File: config.mk
export PLATFORM = sky130hd
export DESIGN_NAME = cyber_player_flat
export DESIGN_NICKNAME = d
export VERILOG_FILES = /design/src/rtl/cyber_player_if.sv /design/src/rtl/cyber_player.sv /design/src/flat_wrapper.sv
export SDC_FILE = /design/constraint.sdc
export NUM_CORES = 1
export LEC_CHECK = 0
export ABC_AREA = 1
export BUFFER_PORTS_ARGS = -buffer_cell sky130_fd_sc_hd__buf_2
export CORE_UTILIZATION = 45
export CTS_CLUSTER_SIZE = 24
export DETAILED_ROUTE_END_ITERATION = 7
export GPL_ROUTABILITY_DRIVEN = 0
export PLACE_DENSITY = 0.65
export SLEW_MARGIN = 20
export SYNTH_ARGS = -nofsm -noshare
export SYNTH_HDL_FRONTEND = slang
export SYNTH_SLANG_ARGS = --single-unit
export TNS_END_PERCENT = 20
File: constraint.sdc
create_clock -name clk -period 1.5 [get_ports clk]
set_input_delay 0.15 -clock clk [delete_from_list [all_inputs] [get_ports clk]]
set_output_delay 0.15 -clock clk [all_outputs]
set_load 0.02 [all_outputs]
File: src/rtl/cyber_player_if.sv
// Signal bundle between the Tug of War playfield side and the computer opponent.
// The opponent (slave) receives the game controls and returns its press pulse and status.
interface cyber_player_if;
    logic       enable;
    logic [9:0] difficulty;
    logic       press;
    logic [9:0] lfsr_q;
    logic [7:0] press_count;

    modport master (
        output enable,
        output difficulty,
        input  press,
        input  lfsr_q,
        input  press_count
    );

    modport slave (
        input  enable,
        input  difficulty,
        output press,
        output lfsr_q,
        output press_count
    );
endinterface

File: src/rtl/cyber_player.sv
// Computer opponent for Tug of War: emits single-cycle press pulses at a pseudo-random
// rate set by an LFSR compared against the difficulty switches, paced by a tick divider.
module cyber_player #(
    parameter int TICK_DIV = 2**20,
    parameter int MIN_GAP  = 2
) (
    input  logic          clk,
    input  logic          reset,
    cyber_player_if.slave bus
);
    localparam int TICK_W = $clog2(TICK_DIV);
    localparam int GAP_W  = (MIN_GAP > 1) ? $clog2(MIN_GAP) : 1;
    localparam logic [TICK_W-1:0] TICK_LAST = TICK_W'(TICK_DIV - 1);
    localparam logic [GAP_W-1:0]  GAP_LAST  = GAP_W'(MIN_GAP - 1);

    typedef enum logic [1:0] {IDLE, COUNT, FIRE, HOLDOFF} state_t;

    state_t              state_q, state_d;
    logic [TICK_W-1:0]   tick_cnt_q, tick_cnt_d;
    logic [GAP_W-1:0]    gap_cnt_q, gap_cnt_d;
    logic [9:0]          lfsr_q, lfsr_d;
    logic                press_q, press_d;
    logic [7:0]          press_count_q, press_count_d;
    logic [9:0]          lfsr_next;

    // XNOR feedback makes all-zero a legal start; 3FF is the unreachable lockup state.
    assign lfsr_next = {lfsr_q[8:0], ~(lfsr_q[9] ^ lfsr_q[6])};

    always_ff @(posedge clk) begin
        if (reset) begin
            state_q       <= IDLE;
            tick_cnt_q    <= '0;
            gap_cnt_q     <= '0;
            lfsr_q        <= '0;
            press_q       <= 1'b0;
            press_count_q <= '0;
        end else begin
            state_q       <= state_d;
            tick_cnt_q    <= tick_cnt_d;
            gap_cnt_q     <= gap_cnt_d;
            lfsr_q        <= lfsr_d;
            press_q       <= press_d;
            press_count_q <= press_count_d;
        end
    end

    always_comb begin
        state_d       = state_q;
        tick_cnt_d    = tick_cnt_q;
        gap_cnt_d     = gap_cnt_q;
        lfsr_d        = lfsr_q;
        press_d       = (state_q == FIRE);
        press_count_d = press_count_q;

        if (state_q == FIRE && press_count_q != 8'hFF) begin
            press_count_d = press_count_q + 8'd1;
        end

        case (state_q)
            IDLE: begin
                tick_cnt_d = '0;
                gap_cnt_d  = '0;
                if (bus.enable) begin
                    state_d = COUNT;
                end
            end
            COUNT: begin
                if (tick_cnt_q == TICK_LAST) begin
                    tick_cnt_d = '0;
                    lfsr_d     = lfsr_next;
                    if (lfsr_next < bus.difficulty) begin
                        state_d = FIRE;
                    end
                end else begin
                    tick_cnt_d = tick_cnt_q + 1'b1;
                end
            end
            FIRE: begin
                state_d   = HOLDOFF;
                gap_cnt_d = '0;
            end
            HOLDOFF: begin
                if (gap_cnt_q == GAP_LAST) begin
                    state_d    = COUNT;
                    tick_cnt_d = '0;
                end else begin
                    gap_cnt_d = gap_cnt_q + 1'b1;
                end
            end
            default: state_d = IDLE;
        endcase

        // Leaving the game freezes the LFSR; a FIRE already entered still pulses via press_d.
        if (!bus.enable) begin
            state_d    = IDLE;
            tick_cnt_d = '0;
            gap_cnt_d  = '0;
            lfsr_d     = lfsr_q;
        end
    end

    assign bus.press       = press_q;
    assign bus.lfsr_q      = lfsr_q;
    assign bus.press_count = press_count_q;
endmodule

File: src/flat_wrapper.sv
// flat-port wrapper written by rule: the top's interface ports become plain ports
module cyber_player_flat 
#(
    parameter int TICK_DIV = 2**20,
    parameter int MIN_GAP  = 2
)
  (clk, reset, bus_enable, bus_difficulty, bus_press, bus_lfsr_q, bus_press_count);
  cyber_player_if bus_i ();
  input  logic clk;
  input  logic reset;
  input wire logic [$bits(bus_i.enable)-1:0] bus_enable;
  input wire logic [$bits(bus_i.difficulty)-1:0] bus_difficulty;
  output wire logic [$bits(bus_i.press)-1:0] bus_press;
  output wire logic [$bits(bus_i.lfsr_q)-1:0] bus_lfsr_q;
  output wire logic [$bits(bus_i.press_count)-1:0] bus_press_count;
  assign bus_i.enable = bus_enable;
  assign bus_i.difficulty = bus_difficulty;
  assign bus_press = bus_i.press;
  assign bus_lfsr_q = bus_i.lfsr_q;
  assign bus_press_count = bus_i.press_count;
  cyber_player #(.TICK_DIV(TICK_DIV), .MIN_GAP(MIN_GAP)) u_core (.clk(clk), .reset(reset), .bus(bus_i));
endmodule
==> run metrics, run 1 <==
outcome=finished, violations left; failing checks=setup timing; Hold Vio Cnt, Final=0; post-synthesis mux area share=0%; Mapped Cells=331; Max Cap Viol=0; CTS tree=done; first-pass GRT wire length=8340 um; Yosys reg bits=42; starting density of the core=47.8%; setup ws final=-0.0315 ns; fin nets=434; P_int=0.00170 W; largest net degree at the start of global routing=16; sequential element share of the synthesized area=36.5%; final worst path period need=1.53 ns; vias in the first global route=2036; Net Sw Frac=23.8%; Peak Freq=653 MHz; post-synthesis simple-gate area fraction=29.9%; final period utilization=102%; Yosys cell types=27; core area=4820 um2; vias post-DR=2287; dpl cell area=2800 um2; Max VDD drop=0.383 mV; GRT met1 Usage=23.8%; synthesized cell area=2300 um2; Clock Latency Late Sink=0.29 ns; Post-route DRC=0; met3 Use GR=4.25%; DR iter-0 viols=79; Antenna diodes=0; area fraction of the dominant cell type after synthesis=36.5%; compound-gate portion of the synthesized area=9.99%; H-tree Lvls=2; Placement Setup Slack=-0.0592 ns; syn_nets=359; post-synthesis xor/xnor area fraction=3.04%; Post-Route Skew=0.00393 ns; critical path class=reg -> reg; commonest non-fill, non-tap cell in the layout=nand2_1; Pwr Density=675 nW/um2; Sw Pwr=0.000529 W; RSZ-0062 raised after global routing=yes; Die Footprint=5410 um2; Synth area leader=dfxtp_1; routed vias/inst=4.82; grt peak-use layer=met2; crit path max fanout=6; total power=0.00223 W; Gate power share=10.8%; Root Driver=clkbuf_8; Slew headroom=72.8%; total CTS buffers=5; crit path DAT=1.74 ns; design area=3300 um2; die height=73.6 um; main combinational cell family by area after synthesis=simple AND/OR/NAND/NOR gates; Avg Inst Size Synth=6.96 um2; GRT Total Usage=19.6%; met2 Track Usage GR=35.3%; HPWL after detailed placement=3770 um; Row Count=25; post-synthesis adder-cell area fraction=8.14%; Hold WC Path Type=in -> reg; Worst Max-Slew Pin Slew=0.407 ns; power share of the sequential group=50.9%; Startpoint Class=flop; synth warn=0; WHS=0.0818 ns; gr ovfl total=0; die width=73.6 um; clk sink count=42; Clock Path Buffers=2; drt first pass iters=4; top post-synthesis cells by area=dfxtp_1 36%, nand2_1 11%, ha_1 8.1%; final setup vio count=13; clock network power share=38.3%; commonest non-fill, non-tap cells in the layout=50 x nand2_1, 46 x buf_4, 44 x inv_1; port bufs=31; total wire length=5850 um; Crit. End Element=flop; Routed wire per std cell=12.3 um; Data required, critical path=1.71 ns; fraction of layout instances using a drive strength above 1=41.8%; Clock Pin Slew Worst Setup and Hold Paths=0.08 ns; Final Max Tran Viols=0; Static Leak=1.43 nW; DRT antenna net count=0; io pins=32; Area Growth Syn to Fin=43.2%; initial antenna violation count=0
-- worst paths after layout --
| check | cells after the start | end | startpoint | slack (ns) |
|---|---|---|---|---|
| setup / recovery | 11 | u_core.tick_cnt_q[14] | u_core.tick_cnt_q[0] | -0.03 |
| hold / removal | 2 | u_core.bus.press_count[4] | reset | 0.08 |
| setup reg to reg | 11 | u_core.tick_cnt_q[14] | u_core.tick_cnt_q[0] | -0.03 |
| hold reg to reg | 2 | u_core.gap_cnt_q | u_core.gap_cnt_q | 0.47 |
-- synthesized netlist by cell type --
library cell / instances
a31o_2: 1
inv_1: 48
nor3_1: 19
buf_1: 1
a21oi_2: 1
o21ai_0: 17
a211oi_1: 1
nor2_1: 47
a21boi_2: 1
nand4_1: 5
dfxtp_1: 42
nor3b_1: 3
buf_2: 1
inv_2: 3
o21bai_1: 1
a21oi_1: 19
xor2_1: 4
nand2_2: 3
ha_1: 15
a31oi_1: 1
buf_4: 10
nor2_2: 1
nand3_1: 13
nand2_1: 67
xnor2_1: 4
nor2_4: 2
buf_6: 1
-- critical path: stages (launching register included) --
cell	delay, ns
dfxtp_2	0.33
ha_2	0.18
nand2_1	0.06
nor2_1	0.04
nand2_1	0.06
nor2_2	0.04
nand2_2	0.14
nand2_2	0.09
nand2_2	0.10
nand2_4	0.08
clkbuf_16	0.18
a211oi_1	0.16
-- routing by layer --
metal,vias to the layer above,part of all wire (%)
li1,1185,-
met1,1057,44
met2,36,52
met3,9,3.0
met4,0,1.3
met5,-,0
-- kinds of logic (layout without fill, tap and decap cells) --
logic type,count (synthesis),count (layout)
compound gates,42,42
xor+xnor,8,8
fa+ha+maj,15,15
buf+inv,64,140
flops,42,42
simple gates,160,160
-- stage by stage --
step	setup TNS [ns]	utilization (%)	instances
global placement	-0.136	58.2	458
detailed placement	-0.334	58.2	458
floorplan	0	-	331
global route	-3.01	68.5	474
finish	-0.228	68.5	474
CTS	-0.0187	61.2	466
-- flip-flops by register name (all words and copies together) (netlist names) --
name                    flops
u_core.bus.press            1
u_core.bus.press_count      8
u_core.gap_cnt_q            1
u_core.tick_cnt_q          20
u_core.bus.lfsr_q          10
u_core.state_q              2
-- timing repair --
item	in CTS	in global routing
cloned	0	2
setup buffers	0	6
setup endpoints to repair	17	37
hold buffers	0	0
pin swaps	3	30
resized for setup	9	69
endpoints found under the hold margin	0	0
-- power by group through the flow --
stage	sequential (W)	combinational, W	clock [W]
after floorplan	0.00116	0.0000909	0
after global placement	0.00116	0.000181	0
after detailed placement	0.00116	0.000185	0
after CTS	0.00113	0.000191	0.000862
after global routing	0.00113	0.000265	0.000915
final	0.00113	0.000241	0.000853
-- cell type report --
| class | instances | area (um2) |
|---|---|---|
| clock buffers | 8 | 110 |
| flip-flops and latches | 42 | 856 |
| inverters | 51 | 194 |
| well taps | 67 | 83.8 |
| multi-input cells | 225 | 1490 |
| fillers | 426 | 1520 |
| repair buffers | 81 | 568 |
No activity file was read; power rests on OpenSTA's default activity.
==> run 2, diff against run 1 <==
REMOVE_ABC_BUFFERS = 1   (was unset)
SLEW_MARGIN = 10   (was 20)
clock period = 1.3 ns   (was 1.5 ns; I/O delays follow)
==> run 2 against run 1 <==
- the flow still finishes with violations (setup timing)
- clock skew increased by 0.0020 ns
- die area stayed put
- combinational power increased by 26%
- global-route usage is 4.0 points higher
- sequential share of layout area down 2.1 points
- final cell count increased by 5.9%
- count of clock-buffer cells in the layout decreased by 1
- via count is 5.9% higher
- setup slack lost 0.27 ns
- routed wire length rose by 10%
- non-clock buffer count is 28 higher
- maximum frequency down 4.4%
- critical path type unchanged
- critical endpoint is now u_core.tick_cnt_q[11]
- largest cell class unchanged
==> run metrics, run 2 (same netlist as run 1, synthesis figures left out) <==
outcome=finished, violations left; failing checks=setup timing; number of flip-flops in the largest register=20 (unchanged); CP Launch Point=u_core.tick_cnt_q[1]; first-pass GRT wire length=9780 um (+17%); largest net degree at the start of global routing=16 (unchanged); GRT Total Usage=23.6% (+4.0 points); reg2reg end=u_core.tick_cnt_q[11]; Sw Pwr=0.000640 W (+21%); final setup vio count=39 (+26); final core utilization=75.0% (+6.5 points); multi-input logic area=1560 um2 (+5.0%); cell depth of the worst setup path=12 (+1); commonest non-fill, non-tap cells in the layout=69 x buf_4, 56 x nand2_1, 44 x inv_1; Final Max Tran Viols=0 (unchanged); Crit. End Element=flop; Startpoint Class=flop; port bufs=31 (unchanged); commonest non-fill, non-tap cell in the layout=buf_4; Critical Path End=u_core.tick_cnt_q[11]; clk sink count=42 (unchanged); vias post-DR=2422 (+5.9%); RSZ-0062 raised after global routing=yes; core area=4820 um2 (unchanged); Max VDD drop=0.756 mV (+97%); setup ws final=-0.302 ns (-0.271 ns); Min-Delay Path Depth=2 (unchanged); total CTS buffers=5 (unchanged); gr ovfl total=0 (unchanged); Routed wire per std cell=12.8 um (+3.9%); sequence of cells on the critical path=ha_4 > nand2_2 > nor2_1 > nand2_1 > nor2_1 > nand2_2 > buf_4 > nand2_4 > nand2_4 > nand2_4 > buf_12 > nor3_1; power share of the sequential group=49.4% (-1.5 points); WHS=0.0814 ns (-0.000368 ns); r2r startpoint=u_core.tick_cnt_q[1]; Clock Path Buffers=2 (unchanged); crit-path max cell delay=0.37 ns (+0.04 ns); drt first pass iters=4 (unchanged); starting density of the core=47.8% (unchanged); crit path DAT=1.80 ns (+0.06 ns); final worst path period need=1.60 ns (+0.0706 ns); Post-Route Skew=0.00597 ns (+0.00204 ns); Clock Pin Slew Worst Setup and Hold Paths=0.08 ns (about the same); DRT antenna net count=0 (unchanged); setup TNS=-8.37 ns (-8.14 ns); Reg area=861 um2 (+0.58%); Fill cells=365 (-14%); critical path class=reg -> reg; die height=73.6 um (unchanged); Worst Max-Slew Pin Slew=0.505 ns (+0.0977 ns); crit path max fanout=7 (+1); P_int=0.00201 W (+19%); CTS tree=done; Static Leak=1.61 nW (+13%); WP buf/inv=2 (+1); Die Footprint=5410 um2 (unchanged); Top reg by flops=u_core.tick_cnt_q; Root Driver=clkbuf_8; Area Growth Syn to Fin=56.8%; CP most frequent cell=nand2_4; Row Count=25 (unchanged); Antenna diodes=0 (unchanged); Peak Freq=624 MHz (-4.4%); R2R depth=12 (+1); final period utilization=123% (+21 points); HPWL after detailed placement=3980 um (+5.4%); total wire length=6440 um (+10%); Post-route DRC=0 (unchanged); Hold WC Path Type=in -> reg; CP top delay family=simple AND/OR/NAND/NOR gates; fraction of layout instances using a drive strength above 1=44.6% (+2.8 points); Pwr Density=734 nW/um2 (+8.7%); DR iter-0 viols=154 (+95%); Slew headroom=66.2% (-6.6 points); fin nets=462 (+6.5%); routed vias/inst=4.82 (about the same); io pins=32 (unchanged); Net Sw Frac=24.1% (+0.38 points); Max Cap Viol=0 (unchanged); Hold Vio Cnt, Final=0 (unchanged); Gate power share=11.4% (+0.6 points); vias in the first global route=2260 (+11%); Post-CTS Hold Buffers=0 (unchanged); Clock Latency Late Sink=0.30 ns (about the same); r2r setup slk=-0.30 ns (-0.27 ns); H-tree Lvls=2 (unchanged); die width=73.6 um (unchanged); Data required, critical path=1.50 ns (-0.21 ns); initial antenna violation count=0 (unchanged); clock network power share=39.2% (+0.9 points); CP max stage cell=dfxtp_2
[run 2: cell count changes in the layout (fill, tap and decap cells not counted), moves of 4 or more]
cell     change
nand2_4      +4
nor3_1       -7
nand2_2     -10
buf_4       +23
buf_6        +4
nor3_2       +5
nand2_1      +6
[run 2: per-layer routing]
| metal | part of all wire [%] | track usage (%) | up-vias | routed length, um |
|---|---|---|---|---|
| met5 | 0 | 0 | - | 0 |
| met4 | 0.96 | 5.98 | 0 | 62 |
| met3 | 3.1 | 4.39 | 9 | 198 |
| met2 | 51 | 42.0 | 55 | 3280 |
| met1 | 45 | 29.3 | 1110 | 2900 |
| li1 | - | - | 1248 | - |
[run 2: final cells by class]
type | instances | area share (%)
sequential | 42 | 23.8
multi-input combinational | 225 | 43.2
timing repair buffer | 109 | 22.2
clock inverter | 1 | 0.831
clock buffer | 7 | 2.11
tap | 67 | 2.32
inverter | 51 | 5.50
[run 2: power groups by stage]
stage / clock network, W / registers, W / logic, W
after floorplan: 0 / 0.00134 / 0.0000989
after global routing: 0.00112 / 0.00131 / 0.000336
after detailed placement: 0 / 0.00133 / 0.000219
after global placement: 0 / 0.00133 / 0.000216
after CTS: 0.00104 / 0.00131 / 0.000284
final: 0.00104 / 0.00131 / 0.000303
[run 2: metrics by stage]
stage	cells	power, W	worst slack (ns)	area, um2
after floorplan	318	0.00144	-0.315	2210
after global placement	485	0.00155	-0.278	2980
after detailed placement	485	0.00155	-0.422	2980
after CTS	499	0.00263	-0.210	3440
after global routing	502	0.00276	-0.404	3610
final	502	0.00265	-0.302	3610
[run 2: worst min-delay path by stage]
stage / from / end / slack [ns]
global placement: reset / u_core.bus.press_count[7] / 0.38
global route: reset / u_core.bus.press_count[4] / 0.07
floorplan: reset / u_core.bus.press_count[4] / 0.20
detailed placement: reset / u_core.bus.press_count[7] / 0.40
CTS: reset / u_core.bus.press_count[4] / 0.08
finish: reset / u_core.bus.press_count[4] / 0.08
[run 2: repair_timing]
action	CTS	global route
gates cloned	1	0
pin swaps	27	16
setup buffers	5	3
gates resized for setup	75	32
endpoints found under the setup margin	40	40
==> run 3, diff against run 2 <==
SKIP_CTS_REPAIR_TIMING = 1   (was unset)
==> run 3 against run 2 <==
- core utilization down 2.9 points
- the flow still finishes with violations (setup timing)
- first-iteration DRC count fell by 13%
- register-to-register slack about the same
- routed wire length fell by 6.1%
- highest routed layer unchanged
- clock power about the same
- largest cell class unchanged
==> run metrics, run 3 (same netlist as run 1, synthesis figures left out) <==
clk sink count=42 (unchanged); crit path DAT=1.83 ns (+0.03 ns); outcome=finished, violations left; dpl cell area=2980 um2 (unchanged); HPWL after detailed placement=3980 um (unchanged); CP max stage cell=dfxtp_2; commonest non-fill, non-tap cell in the layout=buf_4; DRT antenna net count=0 (unchanged); Worst Max-Slew Pin Slew=0.469 ns (-0.0359 ns); Data required, critical path=1.54 ns (+0.04 ns); Top reg by flops=u_core.tick_cnt_q; crit path max fanout=4 (-3); die height=73.6 um (unchanged); final period utilization=123% (-0.42 points); vias post-DR=2372 (-2.1%); gr ovfl total=0 (unchanged); vias in the first global route=2129 (-5.8%); sequence of cells on the critical path=inv_1 > ha_1 > inv_2 > nand2_4 > nor2_4 > nand2_2 > nor2_4 > nand3_1 > nand2_1 > nand3_1 > a21oi_2; crit-path max cell delay=0.34 ns (-0.03 ns); routed vias/inst=4.77 (-1.1%); Static Leak=1.56 nW (-3.5%); Post-route DRC=0 (unchanged); Final Max Tran Viols=0 (unchanged); R2R depth=11 (-1); RSZ-0062 raised after global routing=yes; port bufs=31 (unchanged); total CTS buffers=5 (unchanged); commonest non-fill, non-tap cells in the layout=66 x buf_4, 55 x nand2_1, 45 x inv_1; number of flip-flops in the largest register=20 (unchanged); setup ws final=-0.297 ns (+0.00550 ns); Max VDD drop=0.734 mV (-2.8%); CTS tree=done; design area=3480 um2 (-3.8%); Post-Route Skew=0.00501 ns (-0.000968 ns); Startpoint Class=flop; Row Count=25 (unchanged); Peak Freq=626 MHz (+0.34%); GRT Total Usage=20.7% (-2.9 points); io pins=32 (unchanged); CP Launch Point=u_core.state_q[0]; Pwr Density=754 nW/um2 (+2.8%); total power=0.00262 W (-1.2%); initial antenna violation count=0 (unchanged); total wire length=6050 um (-6.1%); Min-Delay Path Depth=2 (unchanged); setup TNS=-7.05 ns (+1.32 ns); Final Non-Filler Cells=497 (-1.0%); Clock Pin Slew Worst Setup and Hold Paths=0.08 ns (about the same); failing checks=setup timing; critical path class=reg -> reg; Slew headroom=68.6% (+2.4 points); H-tree Lvls=2 (unchanged); fraction of layout instances using a drive strength above 1=42.1% (-2.5 points); Clock Path Buffers=2 (unchanged); largest net degree at the start of global routing=16 (unchanged); min-delay src=reset; Die Footprint=5410 um2 (unchanged); first-pass GRT wire length=8710 um (-11%); final setup vio count=40 (+2.6%); Root Driver=clkbuf_8; Antenna diodes=0 (unchanged); Hold Vio Cnt, Final=0 (unchanged); Max Cap Viol=0 (unchanged); starting density of the core=47.8% (unchanged); Inst Count DP=485 (unchanged); DR iter-0 viols=134 (-13%); Hold WC Path Type=in -> reg; drt first pass iters=4 (unchanged); Crit. End Element=flop; final core utilization=72.2% (-2.9 points); Clock Latency Late Sink=0.29 ns (about the same); die width=73.6 um (unchanged); core area=4820 um2 (unchanged); Area Growth Syn to Fin=50.8%; final worst path period need=1.60 ns (-0.00550 ns); fin nets=457 (-1.1%); Routed wire per std cell=12.2 um (-5.1%); r2r startpoint=u_core.state_q[0]
[run 3: cell count changes in the layout (fill, tap and decap cells not counted), sizes merged]
| cell | previous run | this run |
|---|---|---|
| buf | 109 | 103 |
| clkbuf | 7 | 8 |
[run 3: through the flow]
| step | setup slack [ns] | hold slack [ns] |
|---|---|---|
| floorplan | -0.315 | 0.199 |
| global placement | -0.278 | 0.381 |
| detailed placement | -0.422 | 0.398 |
| CTS | -0.484 | 0.0866 |
| global route | -0.418 | 0.0910 |
| finish | -0.297 | 0.0920 |
[run 3: critical path, delay by kind of cell (launching register included)]
kind | cells | cell delay [ns]
and+or+nand+nor | 7 | 0.75
DFF | 1 | 0.34
adders and majority gates | 1 | 0.20
buffers and inverters | 2 | 0.13
AOI/OAI and AO/OA | 1 | 0.12
[run 3: final timing paths]
kind / end / slack, ns
worst min-delay path: u_core.bus.press_count[7] / 0.09
worst max-delay path: u_core.tick_cnt_q[18] / -0.30
worst min register to register: u_core.tick_cnt_q[16] / 0.44
worst max register to register: u_core.tick_cnt_q[18] / -0.30
[run 3: report_power, final]
part	internal [W]	switching, W
Clock	0.000575	0.000458
Combinational	0.000129	0.000156
Sequential	0.00130	0.00000733
Total	0.00200	0.000622
[run 3: area by class of cell]
type,instances,area [um2]
multi-input cells,225,1480
fillers,389,1340
flip-flops and latches,42,856
repair buffers,104,752
inverters,51,194
well taps,67,83.8
clock buffers,7,76.3
clock inverters,1,30.0
[run 3: layer usage]
metal | track usage (%) | vias to the layer above | part of all wire, %
met5 | 0 | - | 0
met4 | 5.77 | 0 | 1.3
met3 | 4.12 | 9 | 3.1
met2 | 35.3 | 39 | 49
met1 | 26.6 | 1085 | 46
li1 | - | 1239 | -
